===== config.mk =====
export PLATFORM = sky130hd
export DESIGN_NAME = dmi_arbiter
export DESIGN_NICKNAME = d
export VERILOG_FILES = /design/src/rtl/dmi_arbiter.sv
export SDC_FILE = /design/constraint.sdc
export NUM_CORES = 1
export LEC_CHECK = 0
export BUFFER_PORTS_ARGS = -buffer_cell sky130_fd_sc_hd__buf_2
export CAP_MARGIN = 20
export CORE_MARGIN = 5
export CORE_UTILIZATION = 44
export DETAILED_ROUTE_END_ITERATION = 8
export PLACE_DENSITY = 0.86
export SYNTH_ARGS = -nofsm -noshare
export SYNTH_HDL_FRONTEND = slang
export SYNTH_SLANG_ARGS = --single-unit

===== constraint.sdc =====
create_clock -name clk -period 5.4 [get_ports clk]
set_clock_uncertainty 0.15 [all_clocks]
set_input_delay 0.54 -clock clk [delete_from_list [all_inputs] [get_ports clk]]
set_output_delay 0.54 -clock clk [all_outputs]
set_load 0.03 [all_outputs]

===== src/rtl/dmi_arbiter.sv =====
// Round-robin arbiter sharing one DMI port among N_REQ debug requesters.
// One transaction at a time; a watchdog fabricates a failure response if the debug module goes silent.
module dmi_arbiter #(
    parameter int N_REQ    = 2,
    parameter int TIMEOUT  = 4096,
    parameter int CNT_BITS = 16,
    localparam int OW      = (N_REQ > 1) ? $clog2(N_REQ) : 1
) (
    input  logic                  clk,
    input  logic                  reset,
    input  logic [N_REQ-1:0]      in_req_valid,
    output logic [N_REQ-1:0]      in_req_ready,
    input  logic [7*N_REQ-1:0]    in_req_bits_addr,
    input  logic [2*N_REQ-1:0]    in_req_bits_op,
    input  logic [32*N_REQ-1:0]   in_req_bits_data,
    output logic [N_REQ-1:0]      in_resp_valid,
    input  logic [N_REQ-1:0]      in_resp_ready,
    output logic [1:0]            in_resp_bits_resp,
    output logic [31:0]           in_resp_bits_data,
    output logic                  out_req_valid,
    input  logic                  out_req_ready,
    output logic [6:0]            out_req_bits_addr,
    output logic [1:0]            out_req_bits_op,
    output logic [31:0]           out_req_bits_data,
    input  logic                  out_resp_valid,
    output logic                  out_resp_ready,
    input  logic [1:0]            out_resp_bits_resp,
    input  logic [31:0]           out_resp_bits_data,
    output logic [OW-1:0]         owner,
    output logic                  busy,
    output logic                  timeout_pulse
);

    typedef enum logic [1:0] {S_IDLE, S_ISSUE, S_WAIT, S_FAULT} state_t;

    state_t              state, state_nx;
    logic [OW-1:0]       last_grant;
    logic [OW-1:0]       winner, win_hi, win_lo;
    logic                found_hi;
    logic                drop_pending;
    logic [CNT_BITS-1:0] counter;
    logic                grant_en, resp_hs, timeout_hit, drop_sink, own_resp_ready;
    logic [N_REQ-1:0]    owner_onehot;
    logic [6:0]          sel_addr;
    logic [1:0]          sel_op;
    logic [31:0]         sel_data;

    // Indices above last_grant take priority; otherwise wrap to the lowest valid index.
    // NOTE: every always_comb output gets a default first so no latch is inferred.
    always_comb begin
        win_hi   = '0;
        win_lo   = '0;
        found_hi = 1'b0;
        for (int i = N_REQ - 1; i >= 0; i--) begin
            if (in_req_valid[i]) begin
                if (i > int'(last_grant)) begin
                    win_hi   = OW'(i);
                    found_hi = 1'b1;
                end else begin
                    win_lo = OW'(i);
                end
            end
        end
        winner = found_hi ? win_hi : win_lo;
    end

    always_comb begin
        sel_addr       = '0;
        sel_op         = '0;
        sel_data       = '0;
        owner_onehot   = '0;
        own_resp_ready = 1'b0;
        for (int i = 0; i < N_REQ; i++) begin
            if (OW'(i) == winner) begin
                sel_addr = in_req_bits_addr[7*i +: 7];
                sel_op   = in_req_bits_op[2*i +: 2];
                sel_data = in_req_bits_data[32*i +: 32];
            end
            if (OW'(i) == owner) begin
                owner_onehot[i] = 1'b1;
                own_resp_ready  = in_resp_ready[i];
            end
        end
    end

    assign grant_en    = !reset && (state == S_IDLE) && !drop_pending && (|in_req_valid);
    assign resp_hs     = ((state == S_WAIT) && out_resp_valid && own_resp_ready) ||
                         ((state == S_FAULT) && own_resp_ready);
    assign timeout_hit = (TIMEOUT != 0) && (state == S_WAIT) && !resp_hs &&
                         (counter == CNT_BITS'(TIMEOUT - 1));
    assign drop_sink   = drop_pending && out_resp_valid &&
                         ((state == S_IDLE) || (state == S_FAULT));

    // NOTE: sequential state uses non-blocking assignments only.
    always_ff @(posedge clk) begin
        if (reset) state <= S_IDLE;
        else       state <= state_nx;
    end

    always_comb begin
        state_nx = state;
        case (state)
            S_IDLE:  if (grant_en)      state_nx = S_ISSUE;
            S_ISSUE: if (out_req_ready) state_nx = S_WAIT;
            S_WAIT: begin
                if (resp_hs)          state_nx = S_IDLE;
                else if (timeout_hit) state_nx = S_FAULT;
            end
            S_FAULT: if (resp_hs)       state_nx = S_IDLE;
            default:                    state_nx = S_IDLE;
        endcase
    end

    always_ff @(posedge clk) begin
        if (reset) begin
            owner             <= '0;
            last_grant        <= OW'(N_REQ - 1);
            drop_pending      <= 1'b0;
            counter           <= '0;
            out_req_bits_addr <= '0;
            out_req_bits_op   <= '0;
            out_req_bits_data <= '0;
        end else begin
            if (grant_en) begin
                owner             <= winner;
                out_req_bits_addr <= sel_addr;
                out_req_bits_op   <= sel_op;
                out_req_bits_data <= sel_data;
            end
            if ((state == S_ISSUE) && out_req_ready) counter <= '0;
            else if (state == S_WAIT)                counter <= counter + 1'b1;
            if (resp_hs) last_grant <= owner;
            if (timeout_hit)    drop_pending <= 1'b1;
            else if (drop_sink) drop_pending <= 1'b0;
        end
    end

    always_comb begin
        in_req_ready      = grant_en ? (N_REQ'(1) << winner) : '0;
        in_resp_valid     = '0;
        in_resp_bits_resp = out_resp_bits_resp;
        in_resp_bits_data = out_resp_bits_data;
        out_req_valid     = 1'b0;
        out_resp_ready    = 1'b0;
        busy              = (state != S_IDLE);
        timeout_pulse     = timeout_hit;
        case (state)
            S_IDLE:  out_resp_ready = drop_pending;
            S_ISSUE: out_req_valid  = 1'b1;
            S_WAIT: begin
                in_resp_valid  = out_resp_valid ? owner_onehot : '0;
                out_resp_ready = own_resp_ready;
            end
            S_FAULT: begin
                in_resp_valid     = owner_onehot;
                in_resp_bits_resp = 2'd2;
                in_resp_bits_data = '0;
                out_resp_ready    = drop_pending;
            end
            default: ;
        endcase
    end

endmodule


==> results.json, run 1 <==
{
  "syn_nets": 450,
  "path_cells": "ha_1, or3b_2, nor4_1, nor2b_1, buf_2",
  "clock_latency_ns": 0.33,
  "finalHoldViolCount": 0,
  "core_area_mm2": 0.00635,
  "synth-seq-area-share_pct": 43.0,
  "period_share_pct": 57.2,
  "die_w_um": 91.0,
  "peakVddDrop_mv": 0.236,
  "start_kind": "register",
  "clkSlewWorstSetupHoldPaths_ns": 0.07,
  "whs_ns": 0.299,
  "async_flop_share_pct": 0,
  "vias_per_cell": 5.42,
  "p_per_area_mw_per_mm2": 395,
  "syn_area_per_cell_um2": 9.02,
  "crit_buf_inv": 1,
  "max_cap_violations": 0,
  "drt-initial-drc-count": 238,
  "ys_ff_latch": 62,
  "cts_setup_buffers": 0,
  "grt_pass1_vias": 3231,
  "overflow": 0,
  "hpwl_um": 7350,
  "yosysMostFrequentCell": "dfxtp_1",
  "cts_buffers": 9,
  "yosysTopAreaCell": "dfxtp_1",
  "cp_max_fo": 4,
  "slew_violations": 0,
  "grt_antenna_before_repair": 0,
  "cts_hold_buf": 0,
  "cp.required_ns": 4.71,
  "p_leak_nw": 2.03,
  "drc": 0,
  "max_freq_ghz": 0.324,
  "ctsRootBufferMaster": "clkbuf_8",
  "syn_to_final_growth_pct": 43.9,
  "io_pins": 208,
  "vias": 3249,
  "drive_gt1_share_pct": 44.4,
  "die_area_mm2": 0.00828,
  "fp-row-count": 29,
  "yosysWarnings": 0,
  "cp_slowest_cell": "nor4_1",
  "synth_area_leaders": "dfxtp_1 (43%), a222oi_1 (14%), nor2b_1 (7.6%), nor2_1 (7.5%), ha_1 (2.6%)",
  "synth_cells": 320,
  "worstSetupPathType": "reg2out",
  "yosys-top-cells-count": "dfxtp_1 (62), nor2_1 (58), a222oi_1 (41)",
  "synth-main-ff-cell": "dfxtp_1",
  "worst_pin_slew_ns": 0.851,
  "io_buffers": 207,
  "grt_pass1_wl_um": 15100,
  "relSlewSlack_pct": 43.3,
  "final.min_clock_period_ns": 3.09,
  "hold_class": "in2reg",
  "cp-end-kind": "output pin",
  "place.gp.congestion": 0.873,
  "finalSetupTns_ns": 0,
  "synth_top_area_share_pct": 43.0,
  "track_usage_pct": 21.8,
  "cts_tree": "yes",
  "wl_per_cell_um": 15.8,
  "htreeDepth": 3,
  "status": "finished, final reports clean",
  "die_y_um": 91.0,
  "start_util_pct": 45.5,
  "cts_resized": 0,
  "drtPass1Iterations": 7,
  "grt_max_degree": 52,
  "synth_edf_count": 0,
  "num_antenna_cells": 0,
  "setup_violations": 0,
  "crit_arrival_ns": 2.40,
  "wl_um": 9440,
  "synth.distinct_cells": 40,
  "fin_nets": 648,
  "cpPeakStageDelay_ns": 0.49,
  "cts.sinks": 62,
  "ant_nets": 0,
  "rsz0062_at_grt": "false",
  "crit_family": "simple AND/OR/NAND/NOR gates",
  "clockBufferDepth": 2,
  "p_total_mw": 1.64,
  "syn_area_mm2": 0.00289
}
## power breakdown
group | internal [mW] | switching, mW
clock | 0.283 | 0.165
combinational | 0.217 | 0.423
sequential | 0.517 | 0.0366
## worst min-delay path: cells and delay by family
family	cells	cell delay [ns]
AOI/OAI and AO/OA	1	0.05
buffers and inverters	1	0.08
and+or+nand+nor	1	0.08
## worst paths after layout
| kind | startpoint | end | slack, ns | depth (start not counted) |
|---|---|---|---|---|
| max | counter[0]$_SDFFE_PP0P_ | timeout_pulse | 2.31 | 5 |
| min | in_req_bits_data[46] | out_req_bits_data[14]$_SDFFE_PP0N_ | 0.30 | 3 |
| max reg2reg | state[1]$_SDFFE_PP0P_ | out_req_bits_addr[5]$_SDFFE_PP0N_ | 2.99 | 7 |
| min reg2reg | out_req_bits_data[24]$_SDFFE_PP0N_ | out_req_bits_data[24]$_SDFFE_PP0N_ | 0.37 | 2 |
## per-stage QoR
step	setup slack (ns)	util (%)	instance area, um2	cells
2_1_floorplan	2.80	-	2890	320
3_3_place_gp	2.40	62.0	3930	584
3_5_place_dp	2.40	62.0	3930	584
4_1_cts	2.33	65.5	4160	599
5_1_grt	2.20	65.5	4160	599
6_report	2.31	65.5	4160	599
## metal layers
layer  part of all wire, %  vias to the layer above  track usage (%)
met1                    36                     1498             23.1
li1                      -                     1570                -
met2                    53                      169             40.6
met5                     0                        -                0
met3                   9.9                       12             7.02
met4                   1.2                        0             6.85
## cells in the final DEF (no fill, tap or decap), drive strengths merged, types with 3 or more instances in the layout
cell type  synthesis  routed
xor2               4       4
o21ai              5       5
dfxtp             62      62
nor2              58      58
nand2             10      10
clkbuf            11      12
nand3              7       7
a211oi             3       3
o211ai             3       3
xnor2              6       6
ha                 6       6
a222oi            41      41
buf               13     211
nand4              5       5
inv               12      12
nor4               3       3
a21oi              7       7
nor3               5       5
nor2b             35      35
## flip-flops by register name (all words and copies together), names as in the netlist
name               flops
out_req_bits_addr      7
out_req_bits_data     32
owner                  1
out_req_bits_op        2
counter               16
drop_pending           1
last_grant             1
state                  2
## area by class of cell
cell class | count | area [um2]
Multi-Input combinational cell | 222 | 1490
Sequential cell | 62 | 1240
Fill cell | 547 | 2190
Clock inverter | 3 | 67.6
Timing Repair Buffer | 211 | 1070
Tap cell | 77 | 96.3
Clock buffer | 12 | 155
Inverter | 12 | 45.0
## cell families after synthesis
kind of cell	synth area share, %
buffers and inverters	6.11
and+or+nand+nor	24.2
DFF	43.0
muxes	1.08
AOI/OAI and AO/OA	20.0
adders and majority gates	2.60
xor gates and xnor gates	3.03
Note: power is estimated with default switching activity, not from simulation.
==> run 2: changes to the inputs <==
--- a/config.mk
+++ b/config.mk
@@ -5,12 +5,13 @@
 export SDC_FILE = /design/constraint.sdc
 export NUM_CORES = 1
 export LEC_CHECK = 0
+export ABC_AREA = 1
 export BUFFER_PORTS_ARGS = -buffer_cell sky130_fd_sc_hd__buf_2
 export CAP_MARGIN = 20
 export CORE_MARGIN = 5
-export CORE_UTILIZATION = 44
+export CORE_UTILIZATION = 42
 export DETAILED_ROUTE_END_ITERATION = 8
-export PLACE_DENSITY = 0.86
+export PLACE_DENSITY = 0.81
 export SYNTH_ARGS = -nofsm -noshare
 export SYNTH_HDL_FRONTEND = slang
 export SYNTH_SLANG_ARGS = --single-unit
==> constraint.sdc (replaced) <==
create_clock -name clk -period 3.21 [get_ports clk]
set_clock_uncertainty 0.15 [all_clocks]
set_input_delay 0.321 -clock clk [delete_from_list [all_inputs] [get_ports clk]]
set_output_delay 0.321 -clock clk [all_outputs]
set_load 0.03 [all_outputs]
==> run 2 against run 1 <==
Sequential share of layout area decreased by 1.5 points. Critical path depth increased by 2. Clock power increased by 49%. Register-to-register slack worse by 2.2 ns. Setup slack got worse by 1.8 ns. Synthesized cell count grew 48%. Sequential power increased by 67%. Hold slack got worse by 0.21 ns. Count of clock-buffer cells in the layout is 2 lower. Cell area is 5.4% higher. Flip-flop and latch count unchanged.
==> results.json, run 2 <==
{
  "syn_area_per_cell_um2": 6.54,
  "start_kind": "register",
  "p_per_area_mw_per_mm2": 589,
  "mostFrequentLayoutCells": "buf_2 (207), nand2_1 (173), dfxtp_1 (62), inv_1 (61), nor2_1 (56)",
  "cts_resized": 0,
  "wl_um": 10400,
  "relSlewSlack_pct": 67.1,
  "synth-seq-area-share_pct": 40.1,
  "syn_nets": 603,
  "synth.distinct_cells": 28,
  "crit_buf_inv": 3,
  "core_area_mm2": 0.00721,
  "top_register": "out_req_bits_data",
  "fp-row-count": 31,
  "p_leak_nw": 2.27,
  "ctsRootBufferMaster": "clkbuf_8",
  "path_cells": "inv_1, ha_1, inv_2, nor2_2, nand3_4, a21oi_4, buf_2",
  "status": "finished, final reports clean",
  "num_antenna_cells": 0,
  "hold_class": "in2reg",
  "fin_ws_ns": 0.555,
  "vias": 3761,
  "htreeDepth": 3,
  "clockBufferDepth": 2,
  "final_common_cell": "buf_2",
  "largest_register_ffs": 32,
  "cp_slowest_cell": "a21oi_4",
  "yosys-top-cells-count": "nand2_1 (173), dfxtp_1 (62), inv_1 (61)",
  "overflow": 0,
  "cts_setup_buffers": 0,
  "clock_latency_ns": 0.33,
  "yosysTopAreaCell": "dfxtp_1",
  "fin_nets": 805,
  "crit_family": "buffers and inverters",
  "syn_area_mm2": 0.00309,
  "cts_buffers": 9,
  "wl_per_cell_um": 13.3,
  "worst_pin_slew_ns": 0.493,
  "cp.required_ns": 2.74,
  "io_pins": 208,
  "hpwl_um": 8070,
  "die_w_um": 95.8,
  "die_area_mm2": 0.00918,
  "drive_gt1_share_pct": 35.2,
  "synth_top_area_share_pct": 40.1,
  "cpPeakStageDelay_ns": 0.39,
  "grt_max_degree": 47,
  "slew_violations": 0,
  "biggestRegsByFlops": "out_req_bits_data x32, counter x16, out_req_bits_addr x7",
  "drt-initial-drc-count": 156,
  "place.gp.congestion": 0.867,
  "pre_cts_slack_ns": 0.802,
  "final.min_clock_period_ns": 2.65,
  "worstSetupPathType": "reg2out",
  "grt_antenna_before_repair": 0,
  "synth_area_leaders": "dfxtp_1 (40%), nand2_1 (21%), a31oi_1 (8.3%), inv_1 (7.4%), nor2_1 (6.8%)",
  "ant_nets": 0,
  "peakVddDrop_mv": 0.273,
  "finalHoldViolCount": 0,
  "vias_per_cell": 4.83,
  "cts.sinks": 62,
  "cp_max_fo": 22,
  "finalSetupTns_ns": 0,
  "cts_hold_buf": 0,
  "track_usage_pct": 22.0,
  "die_y_um": 95.8,
  "period_share_pct": 82.7,
  "max_cap_violations": 0,
  "start_util_pct": 42.9,
  "setup_violations": 0,
  "grt_pass1_vias": 3694,
  "rsz0062_at_grt": "false",
  "ys_ff_latch": 62,
  "synth_cells": 473,
  "grt_pass1_wl_um": 15900,
  "syn_to_final_growth_pct": 41.7,
  "drc": 0,
  "utilization_pct": 60.7,
  "crit_arrival_ns": 2.18,
  "io_buffers": 207,
  "synth-main-ff-cell": "dfxtp_1",
  "cts_tree": "yes",
  "synth_edf_count": 0,
  "cp-end-kind": "output pin",
  "max_freq_ghz": 0.377,
  "drtPass1Iterations": 5,
  "yosysMostFrequentCell": "nand2_1",
  "yosysWarnings": 0,
  "p_total_mw": 2.58,
  "n_fill_cell": 676,
  "async_flop_share_pct": 0,
  "clkSlewWorstSetupHoldPaths_ns": 0.07
}
[run 2: cell types whose count changed in the layout (fill, tap and decap cells not counted), moves of 4 or more]
cell	change
nand4_1	-4
a31oi_1	+41
xnor2_1	-4
nor2b_1	-35
nand2_1	+163
clkinv_2	+4
a222oi_1	-41
inv_1	+49
a21oi_1	+8
nor3_1	-4
[run 2: cell families after synthesis]
logic type	after synthesis	synth area share, %
AOI/OAI and AO/OA	66	13.0
xor gates and xnor gates	5	1.42
adders and majority gates	6	2.43
buffers and inverters	86	11.1
DFF	62	40.1
and+or+nand+nor	248	31.9
[run 2: report_power, final]
part / internal, mW / switching, mW / total, mW
sequential: 0.866 / 0.0591 / 0.925
clock: 0.370 / 0.296 / 0.666
combinational: 0.297 / 0.695 / 0.992
total: 1.53 / 1.05 / 2.58
[run 2: worst paths after layout]
path	from	slack, ns	cells past startpoint	to
max	state[0]$_SDFFE_PP0P_	0.56	7	in_req_ready[0]
min	in_req_bits_data[29]	0.09	3	out_req_bits_data[29]$_SDFFE_PP0N_
max reg2reg	state[0]$_SDFFE_PP0P_	0.79	9	out_req_bits_data[0]$_SDFFE_PP0N_
min reg2reg	drop_pending$_SDFFE_PP0P_	0.33	2	drop_pending$_SDFFE_PP0P_
[run 2: final cells by class]
type | instances | area (um2) | share of cell area (%)
Clock inverter | 5 | 50.0 | 1.14
Sequential cell | 62 | 1240 | 28.3
Inverter | 64 | 240 | 5.48
Tap cell | 99 | 124 | 2.83
Multi-Input combinational cell | 325 | 1510 | 34.4
Timing Repair Buffer | 213 | 1080 | 24.7
Clock buffer | 10 | 138 | 3.14
[run 2: worst reg2reg max path: stages (launching register included)]
cell,delay (ns)
dfxtp_1,0.34
inv_1,0.14
ha_1,0.23
inv_2,0.06
nor2_2,0.12
nand3_4,0.25
a21oi_4,0.39
buf_4,0.38
nand2_1,0.12
a31oi_1,0.16
[run 2: layer usage]
| metal | vias up | part of all wire [%] | GRT usage, % |
|---|---|---|---|
| met5 | - | 0 | 0 |
| met4 | 0 | 2.7 | 9.00 |
| met3 | 22 | 7.3 | 5.16 |
| met2 | 182 | 52 | 40.6 |
| met1 | 1686 | 37 | 24.0 |
| li1 | 1871 | - | - |
[run 2: per-stage QoR]
step / cell area [um2] / hold WS (ns) / cells
after floorplan: 3090 / 0.296 / 473
after global placement: 4190 / 0.312 / 763
after detailed placement: 4190 / 0.322 / 763
after CTS: 4380 / 0.0810 / 778
after global routing: 4380 / 0.0856 / 778
final: 4380 / 0.0871 / 778
